### src/rtl/wb_stage.sv
// wb_stage: MIPS writeback stage. It holds the M/W pipeline register, picks the
// regfile write data, and owns the architectural HI/LO pair.
module wb_stage (
  input  logic        clock,
  input  logic        reset_n,
  input  logic        m_valid,
  input  logic [5:0]  m_aluop,
  input  logic        m_rwe,
  input  logic        m_rwd,
  input  logic        m_rdst,
  input  logic [31:0] m_insn,
  input  logic [31:0] m_pc,
  input  logic [31:0] m_alu,
  input  logic [31:0] m_hi,
  input  logic [31:0] m_lo,
  input  logic [31:0] m_dmem,
  input  logic        flush,
  output logic [4:0]  d,
  output logic [31:0] rd,
  output logic        rwe_wb,
  output logic        fwd_valid,
  output logic [31:0] hi,
  output logic [31:0] lo
);

  localparam logic [5:0] OP_MULT = 6'b000010;
  localparam logic [5:0] OP_DIV  = 6'b000011;
  localparam logic [5:0] OP_MFHI = 6'b000100;
  localparam logic [5:0] OP_MFLO = 6'b000101;
  localparam logic [5:0] OP_JALR = 6'b010001;
  localparam logic [5:0] OP_LW   = 6'b010011;
  localparam logic [5:0] OP_LB   = 6'b010101;
  localparam logic [5:0] OP_LUI  = 6'b010110;
  localparam logic [5:0] OP_LBU  = 6'b011000;
  localparam logic [5:0] OP_JAL  = 6'b100000;
  localparam logic [5:0] OP_NOP  = 6'b100001;

  logic        cap;
  logic [4:0]  rt_f;
  logic [4:0]  rd_f;
  logic [7:0]  ld_byte;
  logic [31:0] pc_link;
  logic [4:0]  w_dst;
  logic [31:0] w_data;
  logic        w_we;
  logic        hilo_we;
  logic        unused_insn_bits;

  assign cap     = m_valid & ~flush;
  assign rt_f    = m_insn[20:16];
  assign rd_f    = m_insn[15:11];
  assign pc_link = m_pc + 32'd8;
  assign hilo_we = (m_aluop == OP_MULT) || (m_aluop == OP_DIV);
  assign unused_insn_bits = ^{m_insn[31:21], m_insn[10:0]};

  // Big-endian byte lane select for LB/LBU.
  always_comb begin
    ld_byte = m_dmem[31:24];
    case (m_alu[1:0])
      2'b00: ld_byte = m_dmem[31:24];
      2'b01: ld_byte = m_dmem[23:16];
      2'b10: ld_byte = m_dmem[15:8];
      2'b11: ld_byte = m_dmem[7:0];
      default: ld_byte = m_dmem[31:24];
    endcase
  end

  // Destination, write enable and write data for the instruction being captured.
  // MFHI/MFLO read the HI/LO registers as they stand before this edge.
  always_comb begin
    w_dst  = m_rdst ? rd_f : rt_f;
    w_we   = m_rwe;
    w_data = m_rwd ? m_dmem : m_alu;
    case (m_aluop)
      OP_JAL: begin
        w_dst  = 5'd31;
        w_data = pc_link;
      end
      OP_JALR: begin
        w_dst  = (rd_f != 5'd0) ? rd_f : 5'd31;
        w_data = pc_link;
      end
      OP_MFHI: begin
        w_we   = 1'b1;
        w_data = hi;
      end
      OP_MFLO: begin
        w_we   = 1'b1;
        w_data = lo;
      end
      OP_MULT, OP_DIV, OP_NOP: w_we = 1'b0;
      OP_LW:   w_data = m_dmem;
      OP_LB:   w_data = {{24{ld_byte[7]}}, ld_byte};
      OP_LBU:  w_data = {24'd0, ld_byte};
      OP_LUI:  w_data = m_alu;
      default: ;
    endcase
    if (w_dst == 5'd0) w_we = 1'b0;
  end

  // M/W register and HI/LO; a non-captured slot becomes a bubble with no write.
  always_ff @(posedge clock or negedge reset_n) begin
    if (!reset_n) begin
      d      <= 5'd0;
      rd     <= 32'd0;
      rwe_wb <= 1'b0;
      hi     <= 32'd0;
      lo     <= 32'd0;
    end else if (cap) begin
      d      <= w_dst;
      rd     <= w_data;
      rwe_wb <= w_we;
      if (hilo_we) begin
        hi <= m_hi;
        lo <= m_lo;
      end
    end else begin
      d      <= 5'd0;
      rd     <= 32'd0;
      rwe_wb <= 1'b0;
    end
  end

  assign fwd_valid = rwe_wb;

endmodule

### config.mk
export PLATFORM = sky130hd
export DESIGN_NAME = wb_stage
export DESIGN_NICKNAME = d
export VERILOG_FILES = /design/src/rtl/wb_stage.sv
export SDC_FILE = /design/constraint.sdc
export NUM_CORES = 1
export LEC_CHECK = 0
export CAP_MARGIN = 30
export CORE_MARGIN = 1
export CORE_UTILIZATION = 45
export CTS_CLUSTER_DIAMETER = 80
export CTS_CLUSTER_SIZE = 12
export DETAILED_ROUTE_END_ITERATION = 10
export GPL_ROUTABILITY_DRIVEN = 0
export GPL_TIMING_DRIVEN = 0
export PLACE_DENSITY = 0.89
export SYNTH_ARGS = -nofsm -noshare
export SYNTH_HDL_FRONTEND = slang
export SYNTH_SLANG_ARGS = --single-unit
### constraint.sdc
create_clock -name clock -period 3 [get_ports clock]
set_clock_uncertainty 0.1 [all_clocks]
set_input_delay 0.6 -clock clock [delete_from_list [all_inputs] [get_ports clock]]
set_output_delay 0.6 -clock clock [all_outputs]
set_load 0.1 [all_outputs]
# == Yosys cells after proc, flatten, opt, wreduce, memory -nomap -nowiden ==
# Index checks and enable logic that the tools add are counted.
# op_classes
add_sub_neg,1
n_eq_ne,14
mux,11
bitwise,2
reduce_logical,8
# op_table
operator,count
$pmux 32 s7,1
$mux 32,2
$add 32x4->32 const B,1
$pmux 8 s4,1
$eq 6x5->1 const B,5
$mux 5,3
$eq 6x2->1 const B,2
$eq 6x3->1 const B,2
$eq 6x6->1 const B,2
$pmux 5 s2,1
$logic_not 5->1,1
$reduce_bool 5->1,1
$eq 2x2->1 const B,2
$reduce_or 2->1,2
$reduce_or 3->1,1
$eq 2x1->1 const B,1
$logic_not 2->1,1
$mux 1,2
$pmux 1 s2,1
$reduce_and 2->1,1
$and 1x1->1,1
$logic_or 1x1->1,1
$not 1->1,1
# totals
ff_bits,102
inputBits,205
output_inout_bits,103
elab_cells,41

# == Logic depth before layout (Yosys ltp) ==
# Gate-level depths: netlist of run 1.
# logic_depth
word_depth,6
mapped_depth,8
mapped_depth_nobuf,6

# == Least setup slack after synthesis of run 1 ==
# No wires, ideal clock.
# synth_path
path_kind,input-to-reg
start,input m_alu[0]
end,register rd[3]
setup_ps,124
arrival_ps,1996
t_required_ps,2776
setup_slack_ps,780
path_stages,5
path_buffers,1
cell_sequence,buf_2 -> mux4_2 -> nor2b_1 -> a221o_1 -> o31a_1
# synth_between
elab_chain_cells,4
word_cells_on_any_way,7
classes_between,3 x eq/ne; 3 x mux; 1 x reduce/logical
# synth_rtl
item,line_no,rtl
from (decl),13,"input logic [31:0] m_alu,"
$eq 2x2->1 (tied with other cells),59,case (m_alu[1:0])
$pmux 8 s4 (*),59,
$pmux 32 s7 (*),74,case (m_aluop)
$mux 32 (*),109,end else if (cap) begin
to (signal assigned),111,rd <= w_data;
to (decl),19,"output logic [31:0] rd,"
# Every way passes the cells marked *; elsewhere a longest branch is shown, timed or not.
# A chain may end at the register's enable or synchronous reset.

# == Worst setup path in the final report of run 1 ==
# layout_path
start,input m_aluop[5]
end,register hi[0]
# layout_between
elab_chain_cells,3
word_cells_on_any_way,4
classes_between,2 x eq/ne; 2 x reduce/logical
# layout_rtl
item,line_no,rtl
from (decl),7,"input logic [5:0] m_aluop,"
$eq 6x2->1,53,assign hilo_we = (m_aluop == OP_MULT) || (m_aluop == OP_DIV);
$logic_or 1x1->1 (*),53,
$reduce_and 2->1 (no source line) (*),n/a,
to (signal assigned),114,hi <= m_hi;
to (decl),22,"output logic [31:0] hi,"
# Marks and branches as above.

==> results.yml, run 1 <==
outcome:
  status: "finished clean"
clocking:
  tritoncts: "built"
  postCtsSetupBuffers: 0
  clk_pin_slew_ns: 0.07
  cts_hold_buf: 0
  clock_latency_ns: 0.36
  root_buffer: "clkbuf_16"
  clock_path_buffers: 2
  htree_levels: 3
  clock_sinks: 102
  cts_buffers: 9
timing:
  finalHoldViolCount: 0
  fin_crit_sh_pct: 97.6
  max_slew_margin_pct: 29.9
  worstMarginPinSlew_ns: 1.05
  finalSetupViolCount: 0
  fmax_mhz: 341
  setup_slack_ns: 0.0707
  fin_crit_ns: 2.93
  setup-tns-final_ns: 0
  drv_slew: 0
  grt_setup_unrepaired: "no"
critical_path:
  path_buf_inv: 4
  worstPathMaxFanout: 10
  cp_top_family: "buffers and inverters"
  crit_slowest_cell: "clkbuf_1"
  max_stage_delay_ns: 0.66
  cp_cell_sequence: "clkdlybuf4s50_1 -> buf_4 -> nand4b_1 -> clkbuf_1 -> buf_2 -> mux2_2"
  worstSetupStartpointType: "input port"
  cp-end-kind: "flip-flop"
  cp.required_ns: 3.14
  worstPathArrival_ns: 3.07
  critical_path_class: "in -> reg"
power_and_ir_drop:
  ir_drop_uv: 358
  power_density_nw_per_um2: 499
  p_total_mw: 4.83
  power.leakage_nw: 3.85
logic_synthesis:
  synthesis.area_sq_um: 6350
  async_reset_ff_share_pct: 100
  synth_top_area_share_pct: 40.2
  ys_seq_area_share_pct: 40.2
  yosysWarnings: 0
  syn_area_per_cell_sq_um: 11.1
  yosys.area.top_type: "dfrtp_1"
  synth_seq_cells: 102
  synth_cell_type_count: 65
  synthFlopType: "dfrtp_1"
  synth-edff-count: 0
  synth_cells: 573
  yosys-top-cells-area: "dfrtp_1 40%, mux2_2 15%, a222oi_1 4.9%, mux4_2 2.8%, buf_2 2.2%"
  synth_nets: 779
global_routing:
  grt_pass1_wl_um: 37900
  grt_antenna_before_repair: 0
  grt_max_degree: 57
  grt_util_all_layers_pct: 35.3
  overflow: 0
  grt_pass1_vias: 6513
detailed_routing:
  firstDrtPassIters: 7
  dr_total_vias: 6698
  via_per_inst: 6.37
  drt-total-wl_um: 25500
  ant_nets: 0
  route.detailed.wl_per_inst_um: 24.2
  dr.first_iter.drc_count: 874
  drc: 0
floorplan:
  coreArea_sq_um: 13800
  fp.dieH_um: 121
  die-area_sq_um: 14600
  start_util_pct: 45.9
  die_w_um: 121
  rows: 43
  pin_count: 308
place:
  dp_hpwl_um: 19300
  post-place-ws_ns: -0.288
  numPortBuffers: 283
  placed_cells: 1037
layout:
  antenna_cells: 0
  nets: 1074
  stdcell_count: 1052
  drive_gt1_share_pct: 18.7
  area_growth_syn_to_layout_pct: 52.8
  post-route-util_pct: 70.1
min_path:
  hold_class: "in -> async"
flow_run:
  drv_cap: 0
==> Yosys cell counts, types with 8 or more instances <==
cell type  instances
a2111oi_0          9
a21boi_0          14
a222oi_1          31
a311oi_1          15
a41oi_1            9
and3_1             9
buf_2             28
clkbuf_1          13
dfrtp_1          102
mux2_2            82
mux4_2             8
nand2_1           25
nand3_1           17
nand4_1            8
nor2b_1           17
nor3_1            17
nor4_1            12
o21a_1             9
o21ai_0           17
o31a_1            12
==> sequential cells by signal, indices dropped and copies added (netlist names) <==
name,count
d,5
fwd_valid,1
hi,32
rd,32
lo,32
==> where the power goes <==
part / total (mW) / internal [mW] / switching (mW)
clock: 1.12 / 0.561 / 0.556
sequential: 1.64 / 1.52 / 0.124
combinational: 2.08 / 0.649 / 1.43
total: 4.83 / 2.73 / 2.11
==> final cells by class <==
| type | instances | area (sq um) |
|---|---|---|
| fillers | 980 | 4130 |
| inverters | 4 | 15.0 |
| well taps | 180 | 225 |
| flip-flops and latches | 102 | 2550 |
| clock buffers | 10 | 229 |
| multi-input cells | 413 | 3470 |
| clock inverters | 5 | 36.3 |
| plain buffers | 54 | 310 |
| repair buffers | 284 | 2860 |
==> what timing repair did <==
action,CTS,global route
setup endpoints to repair,0,5
gates resized for setup,0,2
endpoints found under the hold margin,0,0
==> layout by cell type, fill, tap and decap left out, drive strengths merged, types with 15 or more instances in the layout <==
cell type and count:
clkbuf 23, clkdlybuf4s50 282, nor2b 17, a21boi 17
nand3 17, buf 43, dfrtp 102, nand2 25
a222oi 31, nor3 18, a311oi 15, o21ai 20
mux2 82
==> worst register-to-register path, delay by kind of cell, from the launching register on <==
family,cells,cell delay (ns)
flops,1,0.41
compound gates,3,0.72
==> layer usage <==
layer  wire length (um)  share of wire (%)  vias to the layer above  global-route usage [%]
met4                924                3.6                        0                    16.0
met5                  0                  0                        -                       0
met3               2430                9.5                       80                    6.79
li1                   -                  -                     2888                       -
met2              12100                 48                      470                    57.6
met1              10000                 39                     3260                    45.3
==> kinds of logic (layout without fill, tap and decap cells) <==
kind of cell / after synthesis / count (layout) / synth area share (%)
XOR/XNOR: 10 / 10 / 1.38
multiplexers: 96 / 96 / 18.3
AO/OA/AOI/OAI: 162 / 162 / 20.8
flip-flops: 102 / 102 / 40.2
adder cells (fa/ha/maj): 1 / 1 / 0.197
buffers and inverters: 58 / 357 / 5.11
AND/OR/NAND/NOR: 144 / 144 / 14.0
==> per-stage QoR <==
stage | hold slack, ns | instance area, sq um
floorplan | 0.204 | 6350
global route | 0.211 | 9700
CTS | 0.179 | 9690
detailed placement | 0.426 | 9430
global placement | 0.419 | 9400
finish | 0.157 | 9700
==> worst paths after layout <==
kind	slack, ns	end	startpoint	cells past startpoint
max	0.07	hi[0]	m_aluop[5]	6
min reg2reg	0.44	hi[16]	hi[16]	1
max reg2reg	1.63	rd[23]	hi[23]	3
max in group asynchronous	1.95	lo[5]	reset_n	2
min	0.16	hi[25]	reset_n	1
min in group clock	0.44	hi[16]	hi[16]	1
(Power assumes the default switching activity.)
==> run 2, diff against run 1 <==
--- a/config.mk
+++ b/config.mk
@@ -9,3 +9,3 @@
 export CORE_MARGIN = 1
-export CORE_UTILIZATION = 45
+export CORE_UTILIZATION = 37
 export CTS_CLUSTER_DIAMETER = 80
@@ -15,3 +15,3 @@
 export GPL_TIMING_DRIVEN = 0
-export PLACE_DENSITY = 0.89
+export PLACE_DENSITY = 0.75
 export SYNTH_ARGS = -nofsm -noshare
==> constraint.sdc (replaced) <==
create_clock -name clock -period 3 [get_ports clock]
set_clock_uncertainty 0.1 [all_clocks]
set_input_delay 0.3 -clock clock [delete_from_list [all_inputs] [get_ports clock]]
set_output_delay 0.3 -clock clock [all_outputs]
set_load 0.1 [all_outputs]
==> run 2 against run 1 <==
Against the previous run: maximum frequency is 5.0% higher; critical path depth is 1 higher; hold slack better by 0.27 ns; register-to-register slack hardly changed; count of clock-buffer cells in the layout stayed put; total power is 5.2% higher; core utilization is 11 points lower; via count is 1.8% lower; sequential share of layout area is 0.42 points lower; combinational power hardly changed; worst setup slack better by 0.14 ns; non-clock buffer count is 2 higher; largest cell class unchanged.
==> results.yml, run 2 (same netlist as run 1, synthesis figures left out) <==
floorplan:
  pin_count: 308
  die-area_sq_um: 17700
  fp.dieH_um: 133
  coreArea_sq_um: 16600
  die_w_um: 133
  start_util_pct: 38.1
  rows: 47
global_routing:
  grt_antenna_before_repair: 1
  overflow: 0
  grt_max_degree: 55
  grt_pass1_vias: 6597
  grt_util_all_layers_pct: 30.1
  grt_pass1_wl_um: 39600
outcome:
  status: "finished clean"
clocking:
  clock_sinks: 102
  root_buffer: "clkbuf_16"
  cts_buffers: 9
  clock_latency_ns: 0.36
  tritoncts: "built"
  clk_pin_slew_ns: 0.07
  htree_levels: 3
  clock_path_buffers: 2
critical_path:
  startpoint: "m_aluop[0]"
  max_stage_delay_ns: 0.58
  cp.required_ns: 3.13
  path_buf_inv: 3
  worstPathArrival_ns: 2.92
  worstPathMaxFanout: 10
  cp_cell_sequence: "clkdlybuf4s50_1 -> buf_2 -> nor2b_1 -> and2_1 -> clkbuf_1 -> a21boi_0 -> a311oi_1"
  rr_startpoint: "hi[26]"
  cp-end-kind: "flip-flop"
  crit_slowest_cell: "clkbuf_1"
  critical_path_class: "in -> reg"
  cp_top_family: "buffers and inverters"
  worstSetupStartpointType: "input port"
place:
  placed_cells: 1077
  post_dp_cell_area_sq_um: 9480
  post-place-ws_ns: -0.0115
  numPortBuffers: 283
  dp_hpwl_um: 20300
detailed_routing:
  via_per_inst: 6.01
  drt-total-wl_um: 26400
  ant_nets: 0
  drc: 0
  firstDrtPassIters: 8
  dr.first_iter.drc_count: 817
  route.detailed.wl_per_inst_um: 24.2
  dr_total_vias: 6579
power_and_ir_drop:
  power.leakage_nw: 3.90
  ir_drop_uv: 342
  p_total_mw: 5.08
  power_density_nw_per_um2: 516
layout:
  fillers: 1395
  antenna_cells: 0
  area_growth_syn_to_layout_pct: 55.2
  drive_gt1_share_pct: 18.6
  most-common-layout-cells: "282 x clkdlybuf4s50_1, 102 x dfrtp_1, 82 x mux2_2, 31 x a222oi_1, 28 x buf_2"
  final_cell_area_sq_um: 9850
  nets: 1076
  stdcell_count: 1094
  layout.cells.most_common: "clkdlybuf4s50_1"
  largest_registers: "hi: 32 flops, lo: 32 flops, rd: 32 flops"
timing:
  finalSetupViolCount: 0
  finalHoldViolCount: 0
  fin_crit_ns: 2.79
  drv_slew: 0
  setup_slack_ns: 0.209
  worstMarginPinSlew_ns: 1.04
  fin_crit_sh_pct: 93.0
  max_slew_margin_pct: 30.6
  grt_setup_unrepaired: "no"
  fmax_mhz: 358
flow_run:
  drv_cap: 0
min_path:
  hold_class: "in -> async"
run 2: worst paths after layout:
kind	to	slack, ns	cells past startpoint
hold / removal	lo[21]	0.43	2
setup / recovery	rd[24]	0.21	7
hold reg to reg	hi[28]	0.45	1
setup reg to reg	rd[26]	1.63	3
max in group asynchronous	rd[28]	1.65	3
min in group clock	hi[28]	0.45	1
run 2: layout make-up:
cell class	count	area, sq um	area share, %
Clock buffer	10	229	2.32
Tap cell	220	275	2.79
Buffer	54	309	3.14
Sequential cell	102	2550	25.9
Multi-Input combinational cell	413	3470	35.2
Timing Repair Buffer	286	2900	29.4
Inverter	4	15.0	0.152
Clock inverter	5	106	1.08
run 2: report_power, final:
group          internal (mW)  leakage, nW  switching (mW)
registers               1.52         1.36           0.128
logic                  0.654         2.38            1.43
clock network          0.815        0.159           0.545
run 2: metal layers:
layer / track usage [%] / share of wire (%) / up-vias
li1: - / - / 2899
met4: 11.9 / 3.1 / 0
met2: 49.0 / 48 / 393
met1: 39.0 / 41 / 3233
met3: 6.25 / 8.7 / 54
met5: 0 / 0 / -
run 2: stage by stage:
stage | setup TNS, ns | hold WS (ns) | util [%]
after floorplan | 0 | -0.0956 | -
after global placement | -252.05 | 0.430 | 56.8
after detailed placement | -0.0194 | 0.277 | 57.0
after CTS | 0 | 0.434 | 59.0
after global routing | 0 | 0.444 | 59.2
final | 0 | 0.426 | 59.2
run 2: worst reg2reg max path, cell delays in order, from the launching register on:
cell      delay, ns
dfrtp_1        0.42
a222oi_1       0.33
a21boi_0       0.22
a311oi_1       0.14
run 2: what timing repair did:
item / 4_1_cts / 5_1_grt
endpoints found under the hold margin: 48 / 0
buffers inserted: 0 / 0
gates resized for setup: 0 / 0
endpoints found under the setup margin: 0 / 0
hold buffers: 1 / 0
==> run 3, diff against run 2 <==
Settings changed: CORE_MARGIN 1 to 2.
==> run 3 against run 2 <==
Against the previous run: sequential share of layout area increased by 0.13 points; sequential power barely moved; worst setup slack worse by 0.011 ns; sequential cell count unchanged; non-clock buffer count shrank 1; cell area fell by 0.50%; total power fell by 1.2%; largest cell class unchanged.
==> results.yml, run 3 (same netlist as run 1, synthesis figures left out) <==
outcome:
  status: "finished clean"
detailed_routing:
  route.detailed.wl_per_inst_um: 24.6
  wl_met2_um: 12700
  wl_met3_um: 2690
  highest_layer: "met4"
  via_per_inst: 5.99
  dr.first_iter.drc_count: 732
  ant_nets: 0
  dr_total_vias: 6544
  wl_met1_um: 10400
  drc: 0
  drt-total-wl_um: 26900
  firstDrtPassIters: 6
floorplan:
  start_util_pct: 38.0
  die_w_um: 135
  rows: 47
  coreArea_sq_um: 16700
  die-area_sq_um: 18200
  pin_count: 308
  fp.dieH_um: 135
power_and_ir_drop:
  power_density_nw_per_um2: 512
  power.leakage_nw: 3.88
  ir_drop_uv: 411
critical_path:
  cp.required_ns: 3.14
  worstSetupStartpointType: "input port"
  worstPathArrival_ns: 2.94
  cp-end-kind: "flip-flop"
  critical_path_class: "in -> reg"
  worstPathMaxFanout: 10
layout:
  most-common-layout-cells: "282 x clkdlybuf4s50_1, 102 x dfrtp_1, 82 x mux2_2, 31 x a222oi_1, 28 x buf_2"
  largest_registers: "hi: 32 flops, lo: 32 flops, rd: 32 flops"
  layout.cells.most_common: "clkdlybuf4s50_1"
  nets: 1075
  area_growth_syn_to_layout_pct: 54.5
  final_cell_area_sq_um: 9800
  drive_gt1_share_pct: 18.6
  antenna_cells: 0
global_routing:
  grt_antenna_before_repair: 0
  grt_util_all_layers_pct: 29.3
  grt_pass1_vias: 6587
  grt_pass1_wl_um: 39800
  grt_max_degree: 53
  overflow: 0
timing:
  max_slew_margin_pct: 30.2
  fin_crit_sh_pct: 93.4
  fin_crit_ns: 2.80
  fmax_mhz: 357
  hold_slack_ns: 0.426
  drv_slew: 0
  worstMarginPinSlew_ns: 1.04
  finalHoldViolCount: 0
  setup-tns-final_ns: 0
  grt_setup_unrepaired: "no"
  setup_slack_ns: 0.198
  finalSetupViolCount: 0
flow_run:
  drv_cap: 0
place:
  post_dp_cell_area_sq_um: 9480
  numPortBuffers: 283
  dp_hpwl_um: 20900
  post-place-ws_ns: -0.0335
clocking:
  cts_buffers: 9
  tritoncts: "built"
  clk_pin_slew_ns: 0.07
  cts_resized: 0
  clock_latency_ns: 0.37
  root_buffer: "clkbuf_16"
  htree_levels: 3
  clock_path_buffers: 2
  clock_sinks: 102
min_path:
  hold_class: "in -> async"
[run 3: final cells by class]
cell class,count,area (sq um)
fill,1442,6900
multi-input combinational,413,3470
timing repair buffer,285,2870
sequential,102,2550
buffer,54,309
tap,220,275
clock buffer,10,229
clock inverter,5,85.1
inverter,4,15.0
[run 3: through the flow]
| stage | utilization (%) | total power [mW] | std cells |
|---|---|---|---|
| 2_1_floorplan | - | 2.99 | 573 |
| 3_3_place_gp | 56.6 | 3.72 | 1076 |
| 3_5_place_dp | 56.8 | 3.74 | 1077 |
| 4_1_cts | 58.7 | 5.03 | 1093 |
| 5_1_grt | 58.7 | 5.16 | 1093 |
| 6_report | 58.7 | 5.02 | 1093 |
[run 3: timing repair]
item / in CTS / in global routing
setup buffers: 0 / 0
hold buffers: 1 / 0
endpoints found under the hold margin: 51 / 0
[run 3: final timing paths]
path / start / end / slack [ns] / cells after the start
setup / recovery: m_aluop[0] / rd[25] / 0.20 / 7
hold / removal: reset_n / hi[20] / 0.43 / 2
setup reg to reg: hi[24] / rd[24] / 1.59 / 3
hold reg to reg: lo[2] / lo[2] / 0.45 / 1
max in group asynchronous: reset_n / lo[30] / 1.66 / 3
min in group clock: m_hi[7] / hi[7] / 0.44 / 2
[run 3: power by group]
| group | leakage (nW) | switching, mW | internal, mW |
|---|---|---|---|
| clock | 0.149 | 0.571 | 0.731 |
| sequential | 1.36 | 0.126 | 1.52 |
| combinational | 2.37 | 1.43 | 0.650 |
| total | 3.88 | 2.13 | 2.90 |
[run 3: layer usage]
metal	track usage (%)	up-vias
met5	0	-
met4	13.1	0
met3	7.62	62
met2	47.6	400
met1	36.7	3195
li1	-	2887
[run 3: critical path, stage by stage]
cell and delay, ns:
clkdlybuf4s50_1 0.54, buf_2 0.24, nor2b_1 0.38, and2_1 0.36
clkbuf_1 0.54, a21boi_0 0.19, a311oi_1 0.39
